--- config.mk ---
export PLATFORM = sky130hd
export DESIGN_NAME = mbox_queue
export DESIGN_NICKNAME = d
export VERILOG_FILES = /design/src/rtl/mbox_queue.sv
export SDC_FILE = /design/constraint.sdc
export NUM_CORES = 1
export LEC_CHECK = 0
export BUFFER_PORTS_ARGS = -buffer_cell sky130_fd_sc_hd__buf_2
export CORE_MARGIN = 1.5
export CORE_UTILIZATION = 60
export CTS_BUF_LIST = sky130_fd_sc_hd__clkbuf_4 sky130_fd_sc_hd__clkbuf_8
export CTS_CLUSTER_DIAMETER = 200
export DETAILED_ROUTE_END_ITERATION = 8
export PLACE_DENSITY_LB_ADDON = 0.25
export SLEW_MARGIN = 10
export SYNTH_ARGS = -nofsm -noshare
export SYNTH_HDL_FRONTEND = slang
export SYNTH_SLANG_ARGS = --single-unit
--- constraint.sdc ---
create_clock -name C7M -period 2.95 [get_ports C7M]
set_clock_uncertainty 0.1 [all_clocks]
set_input_delay 0.59 -clock C7M [delete_from_list [all_inputs] [get_ports C7M]]
set_output_delay 0.59 -clock C7M [all_outputs]
set_load 0.01 [all_outputs]
--- src/rtl/mbox_queue.sv ---
// Host/coprocessor mailbox: a 6502-side command FIFO with staged payload and an AVR-side reply buffer.
// Optional MBOX_REPLY_IRQ_EN adds an a_irq_en bit driving a_irq from reply_valid.
module mbox_queue #(
  parameter int DATA_BYTES = 2,
  parameter int CMDQ_DEPTH = 4
) (
  input  logic       C7M,
  input  logic       RES,
  input  logic [3:0] a_addr,
  input  logic       a_wr,
  input  logic       a_rd,
  input  logic [7:0] a_din,
  output logic [7:0] a_dout,
  input  logic [3:0] r_addr,
  input  logic       r_wr,
  input  logic       r_rd,
  input  logic [7:0] r_din,
  output logic [7:0] r_dout,
  output logic       avr_irq,
  output logic       a_irq,
  output logic       avr_rst
);

  localparam int CW    = $clog2(CMDQ_DEPTH + 1);
  localparam int PW    = $clog2(CMDQ_DEPTH);
  localparam int IW    = (DATA_BYTES > 1) ? $clog2(DATA_BYTES) : 1;
  localparam int PAY_W = 8 * DATA_BYTES;
  localparam int ENT_W = 7 + PAY_W;

  typedef logic [DATA_BYTES-1:0][7:0] payload_t;

  payload_t        staging_q, staging_d;
  payload_t        reply_q, reply_d;
  logic [CW-1:0]   count_q, count_d;
  logic [PW-1:0]   wr_ptr_q, wr_ptr_d;
  logic [PW-1:0]   rd_ptr_q, rd_ptr_d;
  logic            overflow_q, overflow_d;
  logic            reply_valid_q, reply_valid_d;
  logic            avr_irq_en_q, avr_irq_en_d;
  logic            avr_rst_q, avr_rst_d;
  logic [7:0]      a_dout_q, a_dout_d;
  logic [7:0]      r_dout_q, r_dout_d;
  logic [ENT_W-1:0] mem_q [CMDQ_DEPTH];
`ifdef MBOX_REPLY_IRQ_EN
  logic            a_irq_en_q, a_irq_en_d;
`endif

  logic            empty, full, push, pop, do_push, do_pop;
  logic            a_data_sel, r_data_sel;
  logic [IW-1:0]   a_idx, r_idx;
  logic [ENT_W-1:0] head;
  logic [6:0]      head_cmd;
  payload_t        head_pay;
  logic [7:0]      a_rdata, r_rdata;

  assign empty   = (count_q == '0);
  assign full    = (count_q == CW'(CMDQ_DEPTH));
  assign push    = a_wr && (a_addr == 4'd1);
  assign pop     = r_wr && (r_addr == 4'd1);
  // A pop frees the slot a same-cycle push into a full queue needs; a pop on empty is dropped.
  assign do_pop  = pop && !empty;
  assign do_push = push && (!full || do_pop);

  assign a_data_sel = (a_addr >= 4'd2) && (a_addr < 4'(2 + DATA_BYTES));
  assign r_data_sel = (r_addr >= 4'd2) && (r_addr < 4'(2 + DATA_BYTES));
  assign a_idx      = IW'(a_addr - 4'd2);
  assign r_idx      = IW'(r_addr - 4'd2);

  assign head     = mem_q[rd_ptr_q];
  assign head_cmd = head[ENT_W-1 -: 7];
  assign head_pay = head[PAY_W-1:0];

  // NOTE: every output of a combinational block gets a default first, otherwise a latch is inferred.
  always_comb begin
    a_rdata = 8'h00;
    if (a_addr == 4'd0)  a_rdata = {overflow_q, full, reply_valid_q, 5'(count_q)};
    else if (a_data_sel) a_rdata = reply_q[a_idx];

    r_rdata = 8'h00;
    if (r_addr == 4'd0)                r_rdata = {!empty, reply_valid_q, 1'b0, 5'(count_q)};
    else if (r_addr == 4'd1 && !empty) r_rdata = {1'b1, head_cmd};
    else if (r_data_sel && !empty)     r_rdata = head_pay[r_idx];
  end

  always_comb begin
    staging_d     = staging_q;
    reply_d       = reply_q;
    count_d       = count_q;
    wr_ptr_d      = wr_ptr_q;
    rd_ptr_d      = rd_ptr_q;
    overflow_d    = overflow_q;
    reply_valid_d = reply_valid_q;
    avr_irq_en_d  = avr_irq_en_q;
    avr_rst_d     = avr_rst_q;
`ifdef MBOX_REPLY_IRQ_EN
    a_irq_en_d    = a_irq_en_q;
`endif

    if (a_wr && a_data_sel) staging_d[a_idx] = a_din;
    if (a_wr && a_addr == 4'd0) begin
      if (a_din[2]) overflow_d = 1'b0;
      avr_rst_d = a_din[0];
`ifdef MBOX_REPLY_IRQ_EN
      a_irq_en_d = a_din[1];
`endif
    end
    if (push && full && !do_pop) overflow_d = 1'b1;

    if (r_wr && r_data_sel) reply_d[r_idx] = r_din;
    if (r_wr && r_addr == 4'd0) avr_irq_en_d = r_din[0];

    // Post is applied after ack so a same-cycle post wins.
    if (a_wr && a_addr == 4'hE) reply_valid_d = 1'b0;
    if (r_wr && r_addr == 4'hF) reply_valid_d = 1'b1;

    if (do_push) wr_ptr_d = wr_ptr_q + PW'(1);
    if (do_pop)  rd_ptr_d = rd_ptr_q + PW'(1);
    if (do_push && !do_pop)      count_d = count_q + CW'(1);
    else if (do_pop && !do_push) count_d = count_q - CW'(1);

    a_dout_d = a_rd ? a_rdata : a_dout_q;
    r_dout_d = r_rd ? r_rdata : r_dout_q;
  end

  // NOTE: sequential state uses non-blocking assignments so all registers update from pre-edge values.
  always_ff @(posedge C7M) begin
    if (RES) begin
      staging_q     <= '0;
      reply_q       <= '0;
      count_q       <= '0;
      wr_ptr_q      <= '0;
      rd_ptr_q      <= '0;
      overflow_q    <= 1'b0;
      reply_valid_q <= 1'b0;
      avr_irq_en_q  <= 1'b0;
      avr_rst_q     <= 1'b0;
      a_dout_q      <= 8'h00;
      r_dout_q      <= 8'h00;
`ifdef MBOX_REPLY_IRQ_EN
      a_irq_en_q    <= 1'b0;
`endif
    end else begin
      staging_q     <= staging_d;
      reply_q       <= reply_d;
      count_q       <= count_d;
      wr_ptr_q      <= wr_ptr_d;
      rd_ptr_q      <= rd_ptr_d;
      overflow_q    <= overflow_d;
      reply_valid_q <= reply_valid_d;
      avr_irq_en_q  <= avr_irq_en_d;
      avr_rst_q     <= avr_rst_d;
      a_dout_q      <= a_dout_d;
      r_dout_q      <= r_dout_d;
`ifdef MBOX_REPLY_IRQ_EN
      a_irq_en_q    <= a_irq_en_d;
`endif
    end
  end

  // NOTE: FIFO storage is not reset; count/pointers define validity and empty head reads are masked.
  always_ff @(posedge C7M) begin
    if (do_push) mem_q[wr_ptr_q] <= {a_din[6:0], staging_q};
  end

  assign a_dout  = a_dout_q;
  assign r_dout  = r_dout_q;
  assign avr_rst = avr_rst_q;
  assign avr_irq = avr_irq_en_q & !empty;
`ifdef MBOX_REPLY_IRQ_EN
  assign a_irq   = a_irq_en_q & reply_valid_q;
`else
  assign a_irq   = 1'b0;
`endif

endmodule

==> impl_metrics.csv, run 1 <==
group,metric,value,unit
synth,synth_edf_count,92,
critical_path,setup.worst_path.start_class,"flop",
synth,syn_area,6170,µm²
floorplanning,rows,36,
min_path,hp-class,"in -> reg",
timing,holdWs,305,ps
clocking,htreeDepth,4,
critical_path,path_class,"reg -> reg",
critical_path,slowest_stage,"dfxtp_1",
synth,synthArstFlopShare,0,
floorplanning,die_y,104,µm
detailed_routing,viasPerCell,5.88,
run,maxCapViolCount,0,
clocking,cts_root_buf,"clkbuf_8",
cells_and_area,seq_area,3980,µm²
cells_and_area,n_antenna_cell,0,
clocking,cts_buffer_depth,2,
floorplanning,die_x,104,µm
power,powerDensity,576,nW/µm²
clocking,hold_buffers,0,
clocking,numClockSinks,153,
clocking,ctsResizeCount,0,
critical_path,cpPeakStageDelay,470,ps
detailed_routing,drtPass1Iterations,5,
clocking,cts_tree,"built",
detailed_routing,drc,0,
global_route,grt_first_pass_wirelength,20.0,mm
power,combPwrFrac,0.039,
timing,relSlewSlack,0.502,
detailed_routing,num_vias,3766,
synth,synthDistinctLibCells,46,
cells_and_area,multiInputGateArea,2000,µm²
clocking,cts_buffers,17,
critical_path,end_kind,"flop",
clocking,clk_pin_slew,90,ps
synth,ys.flop_type,"edfxtp_1",
critical_path,cp_cell_sequence,"or3b_1 -> a31oi_1 -> nor2_1 -> ha_1 -> inv_1 -> fa_1 -> xor2_1 -> or3_1 -> a21oi_1",
critical_path,worstReg2RegStart,"count_q[2]",
detailed_routing,routed_wl,12.6,mm
power,p_leak,2.52,nW
power,p_sw,0.000882,W
timing,hold_viol_final,0,
critical_path,reg2reg_depth,9,
cells_and_area,drive_gt1_frac,0.260,
clocking,worstSkewPairLatency,440,ps
synth,yosysSeqAreaShare,0.646,
power,p_seq_frac,0.563,
power,p_sw_frac,0.219,
critical_path,worst_ep_required_time,3220,ps
place,post_dp_cell_area,6580,µm²
timing,setup_ws,441,ps
status,status,"finished clean",
floorplanning,core,9860,µm²
synth,synth_seq_cells,153,
place,place_ws,320,ps
global_route,grt_max_degree,36,
detailed_routing,drtIter0Drc,195,
cells_and_area,nets,530,
min_path,hold_depth,1,
synth,synthCells,438,
cells_and_area,fillers,670,
global_route,antenna_found_initial,0,
timing,rsz0062_at_grt,"no",
timing,worst_slew_pin_slew,747,ps
power,clock_power_share,0.398,
global_route,gr-total-overflow,0,
critical_path,crit_path_max_fanout,7,
clocking,cts_setup_buffers,0,
synth,yosysTopAreaCell,"edfxtp_1",
global_route,grt_pass1_vias,3753,
place,port_buffers,47,
cells_and_area,final_common_cell,"edfxtp_1",
timing,slew_violations,0,
cells_and_area,syn_to_final_growth,13.3,%
cells_and_area,final_cell_area,6990,µm²
min_path,min_from,"a_din[4]",
detailed_routing,final_antenna_net_count,0,
synth,synth_nets,474,
critical_path,path_delay_family,"simple AND/OR/NAND/NOR gates",
floorplanning,die_area,10900,µm²
synth,synth_top_cell_area_share,0.448,
min_path,min_to,"mem_q[0][20]",
place,place_congestion,0.883,
synth,syn_area_per_cell,14.1,µm²
floorplanning,ios,49,
cells_and_area,layout_common_cells,"92 x edfxtp_1, 61 x dfxtp_1, 47 x buf_2",
critical_path,r2r_slack,440,ps
timing,layout_min_cycle_time,2510,ps
critical_path,critPathBufInv,1,
critical_path,worst-endpoint-arrival,2780,ps
detailed_routing,wl_per_cell,19.7,µm
timing,finalSetupViolCount,0,
timing,max_freq,398,MHz
synth,yosys-top-cells-area,"edfxtp_1 45%, dfxtp_1 20%, mux4_2 8.4%",
power,peakVddDrop,0.000376,V
global_route,grt_usage,0.246,
critical_path,timing.rr.end,"count_q[2]",
timing,fin_crit_sh,0.851,
timing,fin_setup_tns,0,ps
power,p_int,0.00315,W
floorplanning,start_util,0.625,
place,hpwl,8.21,mm
synth,yosys_warnings,0,
cells_and_area,fin_util,0.709,
-- power groups by stage --
stage | registers, W | logic, W | clock network (W)
2_1_floorplan | 0.00231 | 0.0000830 | 0
3_3_place_gp | 0.00232 | 0.000149 | 0
3_5_place_dp | 0.00232 | 0.000154 | 0
4_1_cts | 0.00227 | 0.000154 | 0.00163
5_1_grt | 0.00227 | 0.000168 | 0.00172
6_report | 0.00227 | 0.000155 | 0.00160
-- cells in the mapped netlist, types with 5 or more instances --
| cell | n |
|---|---|
| a21oi_1 | 32 |
| a32oi_1 | 8 |
| and3_1 | 8 |
| buf_2 | 6 |
| clkbuf_1 | 14 |
| dfxtp_1 | 61 |
| edfxtp_1 | 92 |
| ha_1 | 5 |
| inv_1 | 6 |
| mux2i_1 | 25 |
| mux4_2 | 23 |
| nand2_1 | 20 |
| nand2b_1 | 8 |
| nand3_1 | 16 |
| nand4_1 | 18 |
| nor2_1 | 40 |
-- area by class of cell --
cell class	instances	share of cell area
Tap cell	133	0.0238
Inverter	6	0.00322
Multi-Input combinational cell	250	0.286
Timing Repair Buffer	66	0.0576
Sequential cell	153	0.570
Clock buffer	21	0.0396
Clock inverter	11	0.0197
-- per-layer routing --
metal | global-route usage | vias to the layer above | wire, µm
met4 | 0.0843 | 0 | 159
li1 | - | 1774 | -
met3 | 0.0602 | 16 | 905
met1 | 0.327 | 1856 | 5280
met5 | 0 | - | 0
met2 | 0.397 | 120 | 6230
-- per-stage QoR --
| stage | power [W] | cells |
|---|---|---|
| finish | 0.00403 | 640 |
| global route | 0.00416 | 640 |
| CTS | 0.00405 | 640 |
| detailed placement | 0.00247 | 608 |
| global placement | 0.00246 | 608 |
| floorplan | 0.00240 | 438 |
-- registers in the layout, indices dropped and copies added, names as in the netlist, named ones only --
| register | cells |
|---|---|
| mem_q | 92 |
| reply_q | 16 |
| overflow_q | 1 |
| a_dout | 8 |
| rd_ptr_q | 2 |
| reply_valid_q | 1 |
| avr_rst | 1 |
| avr_irq_en_q | 1 |
| wr_ptr_q | 2 |
| count_q | 3 |
| staging_q | 16 |
| r_dout | 8 |
-- worst max path at each step --
stage | cells past startpoint | slack [ps] | from | endpoint
2_1_floorplan | 9 | 430 | r_addr[3] | count_q[2]
3_3_place_gp | 10 | 320 | r_addr[0] | count_q[2]
3_5_place_dp | 10 | 320 | r_addr[0] | count_q[2]
4_1_cts | 4 | 490 | count_q[0] | avr_irq
5_1_grt | 9 | 300 | count_q[2] | count_q[2]
6_report | 9 | 440 | count_q[2] | count_q[2]
-- cells by family (layout without fill, tap and decap cells) --
group	after synthesis	count (layout)	share of synthesized area
compound gates	56	56	0.0570
xor+xnor	3	3	0.00426
fa+ha+maj	6	6	0.0134
buf+inv	35	104	0.0298
flops	153	153	0.646
mux	56	56	0.139
other cells	1	1	0.000608
simple gates	128	128	0.110
Power figures use the tool's default switching activity.
==> inputs of run 2 (changes only) <==
- RECOVER_POWER: unset -> 100
==> impl_metrics.csv, run 2 (same netlist as run 1, synthesis figures left out) <==
group,metric,value,unit
floorplanning,die_y,104,µm
clocking,hold_buffers,0,
timing,slew_violations,0,
cells_and_area,drive_gt1_frac,0.187,
timing,relSlewSlack,0.301,
clocking,cts_buffers,17,
status,status,"finished clean",
power,p_seq_frac,0.564,
critical_path,crit_path_max_fanout,18,
clocking,htreeDepth,4,
detailed_routing,route.met3.wl,881,µm
critical_path,worst_ep_required_time,2920,ps
global_route,antenna_found_initial,0,
timing,worst_slew_pin_slew,1040,ps
timing,fin_crit_sh,0.884,
cells_and_area,multiInputGateArea,1970,µm²
global_route,grt_pass1_vias,3753,
floorplanning,rows,36,
floorplanning,die_area,10900,µm²
clocking,ctsResizeCount,0,
cells_and_area,n_antenna_cell,0,
floorplanning,ios,49,
critical_path,path_delay_family,"buffers and inverters",
critical_path,cp_cell_sequence,"clkbuf_1 -> nor2_1 -> clkbuf_1 -> a31o_1 -> and3_1 -> clkbuf_1",
power,peakVddDrop,0.000376,V
cells_and_area,syn_to_final_growth,11.7,%
detailed_routing,drtIter0Drc,275,
power,combPwrFrac,0.036,
clocking,worstSkewPairLatency,440,ps
place,hpwl,8.21,mm
critical_path,setup.worst_path.start_class,"primary input",
global_route,grt_usage,0.246,
power,p_leak,2.38,nW
detailed_routing,final_antenna_net_count,0,
global_route,gr-total-overflow,0,
power,clock_power_share,0.399,
cells_and_area,fillers,702,
detailed_routing,viasPerCell,5.87,
critical_path,cpPeakStageDelay,590,ps
critical_path,path_class,"in -> reg",
power,p_sw,0.000879,W
clocking,cts_buffer_depth,2,
cells_and_area,fin_util,0.699,
detailed_routing,wl_met2,6.24,mm
cells_and_area,final_cells,640,
timing,layout_min_cycle_time,2610,ps
clocking,cts_tree,"built",
place,post_dp_cell_area,6580,µm²
timing,max_freq,383,MHz
timing,rsz0062_at_grt,"no",
detailed_routing,routed_wl,12.5,mm
critical_path,end_kind,"flop",
global_route,grt_first_pass_wirelength,20.0,mm
floorplanning,start_util,0.625,
cells_and_area,largest_register_ff_count,92,
floorplanning,core,9860,µm²
critical_path,slowest_stage,"clkbuf_1",
power,p_int,0.00314,W
place,place_ws,320,ps
critical_path,crit_top_cell,"clkbuf_1",
timing,hold_viol_final,0,
place,port_buffers,47,
clocking,cts_setup_buffers,0,
critical_path,critPathBufInv,3,
timing,fin_setup_tns,0,ps
power,p_sw_frac,0.219,
detailed_routing,top_layer,"met4",
detailed_routing,drc,0,
global_route,grt_max_degree,36,
detailed_routing,num_vias,3756,
clocking,clk_pin_slew,80,ps
cells_and_area,final_cell_area,6890,µm²
cells_and_area,reg_top3,"mem_q x92, reply_q x16, staging_q x16",
clocking,numClockSinks,153,
place,dp.cells,608,
cells_and_area,seq_area,3980,µm²
place,place_congestion,0.883,
timing,setup_ws,341,ps
cells_and_area,nets,530,
detailed_routing,wl_per_cell,19.5,µm
power,powerDensity,583,nW/µm²
cells_and_area,regMostFlops,"mem_q",
detailed_routing,drtPass1Iterations,7,
timing,finalSetupViolCount,0,
min_path,hp-class,"in -> reg",
cells_and_area,layout_common_cells,"92 x edfxtp_1, 61 x dfxtp_1, 41 x nor2_1",
critical_path,worst-endpoint-arrival,2580,ps
floorplanning,die_x,104,µm
cells_and_area,final_common_cell,"edfxtp_1",
run,maxCapViolCount,0,
detailed_routing,drt-met1-wl,5.25,mm
clocking,cts_root_buf,"clkbuf_8",
run 2: cell types whose count changed in the layout (fill, tap and decap cells not counted), moves of 5 or more:
cell	previous run	this run
clkbuf_1	0	32
buf_2	47	21
buf_4	17	6
clkbuf_2	0	5
run 2: worst min-delay path, cell delays in order:
cell	delay, ps
buf_2	90
mux2i_1	60
nor2_1	80
run 2: per-stage QoR:
stage | total power, W | hold slack, ps
2_1_floorplan | 0.00240 | 332
3_3_place_gp | 0.00246 | 338
3_5_place_dp | 0.00247 | 358
4_1_cts | 0.00405 | 290
5_1_grt | 0.00415 | 310
6_report | 0.00402 | 313
run 2: path summary, 6_finish.rpt:
check | cells after the start | startpoint | slack (ps) | endpoint
worst max register to register | 9 | count_q[2] | 430 | count_q[2]
worst min-delay path | 3 | r_din[1] | 310 | reply_q[1]
worst max-delay path | 6 | r_addr[3] | 340 | mem_q[1][3]
worst min register to register | 2 | avr_irq_en_q | 370 | avr_irq_en_q
run 2: cell type report:
| type | instances | share of cell area |
|---|---|---|
| sequential | 153 | 0.578 |
| multi-input combinational | 250 | 0.286 |
| timing repair buffer | 66 | 0.0487 |
| clock buffer | 21 | 0.0401 |
| tap | 133 | 0.0242 |
| clock inverter | 11 | 0.0200 |
| inverter | 6 | 0.00327 |
run 2: power groups by stage:
stage / Clock [W] / Sequential, W / Combinational [W]
2_1_floorplan: 0 / 0.00231 / 0.0000830
3_3_place_gp: 0 / 0.00232 / 0.000149
3_5_place_dp: 0 / 0.00232 / 0.000154
4_1_cts: 0.00163 / 0.00227 / 0.000154
5_1_grt: 0.00172 / 0.00227 / 0.000159
6_report: 0.00160 / 0.00227 / 0.000146
run 2: per-layer routing:
layer,track usage,up-vias
li1,-,1779
met1,0.327,1851
met2,0.397,116
met3,0.0602,10
met4,0.0843,0
met5,0,-
==> inputs of run 3 (changes only) <==
- ABC_AREA: unset -> 1
- GPL_TIMING_DRIVEN: unset -> 0
- REMOVE_ABC_BUFFERS: unset -> 1
==> impl_metrics.csv, run 3 <==
group,metric,value,unit
critical_path,cp_cell_sequence,"buf_2 -> inv_4 -> nor2_4 -> nand2_2 -> nor2_4 -> nand2_4 -> nand2_1 -> nand2_4 -> clkinv_4 -> ha_1 -> inv_1 -> fa_1 -> nor2_1 -> nor2_1 -> nand2_1 -> o21ai_0 -> a21oi_1",
synth,synth_top_family_by_area,"simple AND/OR/NAND/NOR gates",
clocking,ctsResizeCount,0,
cells_and_area,layout_common_cells,"160 x nand2_1, 92 x edfxtp_1, 81 x inv_1",
critical_path,end_kind,"flop",
global_route,grt-busiest-layer,"met2",
critical_path,worst_ep_required_time,3210,ps
synth,synth_top_cell_area_share,0.430,
power,p_leak,2.79,nW
synth,synth_commonest_cells,"159 x nand2_1, 92 x edfxtp_1, 81 x inv_1, 70 x nand3_1, 64 x nor2_1",
global_route,use_met3,0.0521,
detailed_routing,final_antenna_net_count,0,
cells_and_area,multiInputGateArea,1980,µm²
place,port_buffers,47,
timing,relSlewSlack,0.230,
timing,hold_viol_final,0,
detailed_routing,drtPass1Iterations,7,
synth,synth_compound_area_frac,0.0859,
power,powerDensity,577,nW/µm²
detailed_routing,drc,0,
floorplanning,rows,37,
synth,synthDistinctLibCells,30,
critical_path,slowest_stage,"fa_1",
cells_and_area,n_antenna_cell,0,
global_route,grt_first_pass_wirelength,21.0,mm
run,maxCapViolCount,0,
timing,max_freq,362,MHz
timing,slew_violations,0,
synth,synthXorXnorAreaFrac,0.00136,
power,peakVddDrop,0.000340,V
floorplanning,ios,49,
place,dp.cells,846,
timing,holdWs,281,ps
global_route,gr-total-overflow,0,
place,place_congestion,0.894,
synth,synth_fa_ha_area_frac,0.0129,
synth,yosys-top-cells-area,"edfxtp_1 43%, dfxtp_1 19%, nand2_1 9.3%",
critical_path,cpPeakStageDelay,390,ps
global_route,antenna_found_initial,0,
clocking,numClockSinks,153,
cells_and_area,largest_register_ff_count,92,
synth,synth_edf_count,92,
floorplanning,die_x,106,µm
cells_and_area,final_common_cell,"nand2_1",
synth,synthMuxAreaShare,0,
cells_and_area,fillers,807,
critical_path,worst-endpoint-arrival,3030,ps
place,place_ws,-181,ps
global_route,grt_max_degree,47,
detailed_routing,num_vias,4722,
place,hpwl,8.28,mm
timing,fin_crit_sh,0.936,
global_route,grt_usage,0.249,
timing,finalSetupViolCount,0,
detailed_routing,viasPerCell,5.38,
min_path,hp-class,"in -> reg",
timing,setup_ws,188,ps
synth,ys.flop_type,"edfxtp_1",
cells_and_area,regMostFlops,"mem_q",
clocking,cts_buffer_depth,2,
detailed_routing,routed_wl,13.5,mm
cells_and_area,seq_area,3990,µm²
critical_path,setup.worst_path.start_class,"primary input",
clocking,clk_pin_slew,80,ps
timing,worst_slew_pin_slew,1150,ps
clocking,cts_buffers,17,
floorplanning,start_util,0.620,
critical_path,critPathBufInv,4,
global_route,use_met1,0.299,
clocking,worstSkewPairLatency,430,ps
clocking,cts_setup_buffers,0,
synth,synthArstFlopShare,0,
synth,synth_simple_gate_area_share,0.204,
synth,synth_seq_cells,153,
critical_path,crit_path_max_fanout,12,
global_route,met2_usage,0.426,
critical_path,path_class,"in -> reg",
cells_and_area,reg_top3,"mem_q x92, reply_q x16, staging_q x16",
timing,layout_min_cycle_time,2760,ps
cells_and_area,final_cells,878,
status,status,"finished clean",
synth,syn_area,6420,µm²
cells_and_area,fin_util,0.686,
synth,synthCells,689,
synth,yosys_warnings,0,
floorplanning,die_area,11300,µm²
detailed_routing,wl_per_cell,15.3,µm
synth,synth.most_common_cell,"nand2_1",
synth,yosysSeqAreaShare,0.620,
synth,yosysTopAreaCell,"edfxtp_1",
cells_and_area,drive_gt1_frac,0.104,
floorplanning,die_y,106,µm
synth,syn_area_per_cell,9.32,µm²
global_route,grt_pass1_vias,4387,
detailed_routing,drtIter0Drc,279,
critical_path,path_delay_family,"simple AND/OR/NAND/NOR gates",
clocking,htreeDepth,4,
cells_and_area,syn_to_final_growth,10.7,%
clocking,cts_root_buf,"clkbuf_8",
clocking,hold_buffers,0,
timing,rsz0062_at_grt,"no",
clocking,cts_tree,"built",
cells_and_area,nets,765,
floorplanning,core,10400,µm²
## run 3: report_power, final
part / total [W] / internal, W / switching (W)
registers: 0.00229 / 0.00227 / 0.0000149
clock network: 0.00164 / 0.000927 / 0.000716
logic: 0.000172 / 0.0000507 / 0.000121
## run 3: metal layers
| layer | share of wire | vias to the layer above |
|---|---|---|
| met5 | 0 | - |
| met4 | 0.021 | 0 |
| met3 | 0.066 | 25 |
| met2 | 0.51 | 165 |
| met1 | 0.40 | 2194 |
| li1 | - | 2338 |
## run 3: cell type report
type                       count  area share
clock buffer                  24      0.0421
inverter                      88      0.0475
clock inverter                 8      0.0169
tap                          136      0.0239
sequential                   153       0.560
multi-input combinational    421       0.278
timing repair buffer          48      0.0313
## run 3: logic make-up (layout without fill, tap and decap cells)
logic type	after synthesis	count (layout)
other	1	1
flip-flops	153	153
AND/OR/NAND/NOR	307	307
adder cells (fa/ha/maj)	6	6
AO/OA/AOI/OAI	106	106
XOR/XNOR	1	1
buffers and inverters	115	168
## run 3: through the flow
step,cell area [µm²],setup TNS [ps],total power [W]
floorplan,6280,0,0.00243
global placement,6680,-103220,0.00250
detailed placement,6730,-2060,0.00251
CTS,7150,0,0.00412
global route,7110,0,0.00423
finish,7110,0,0.00410
## run 3: worst reg2reg max path, delay by kind of cell, from the launching register on
kind	cells	cell delay [ps]
and+or+nand+nor	9	1060
adders and majority gates	2	530
DFF	1	480
AOI/OAI and AO/OA	2	250
buffers and inverters	3	240
## run 3: final timing paths
check / from / to / slack [ps] / cells past startpoint
hold / removal: a_din[7] / staging_q[7] / 280 / 3
setup reg to reg: count_q[0] / count_q[2] / 210 / 16
hold reg to reg: reply_q[7] / reply_q[7] / 350 / 2
setup / recovery: r_addr[0] / count_q[2] / 190 / 17
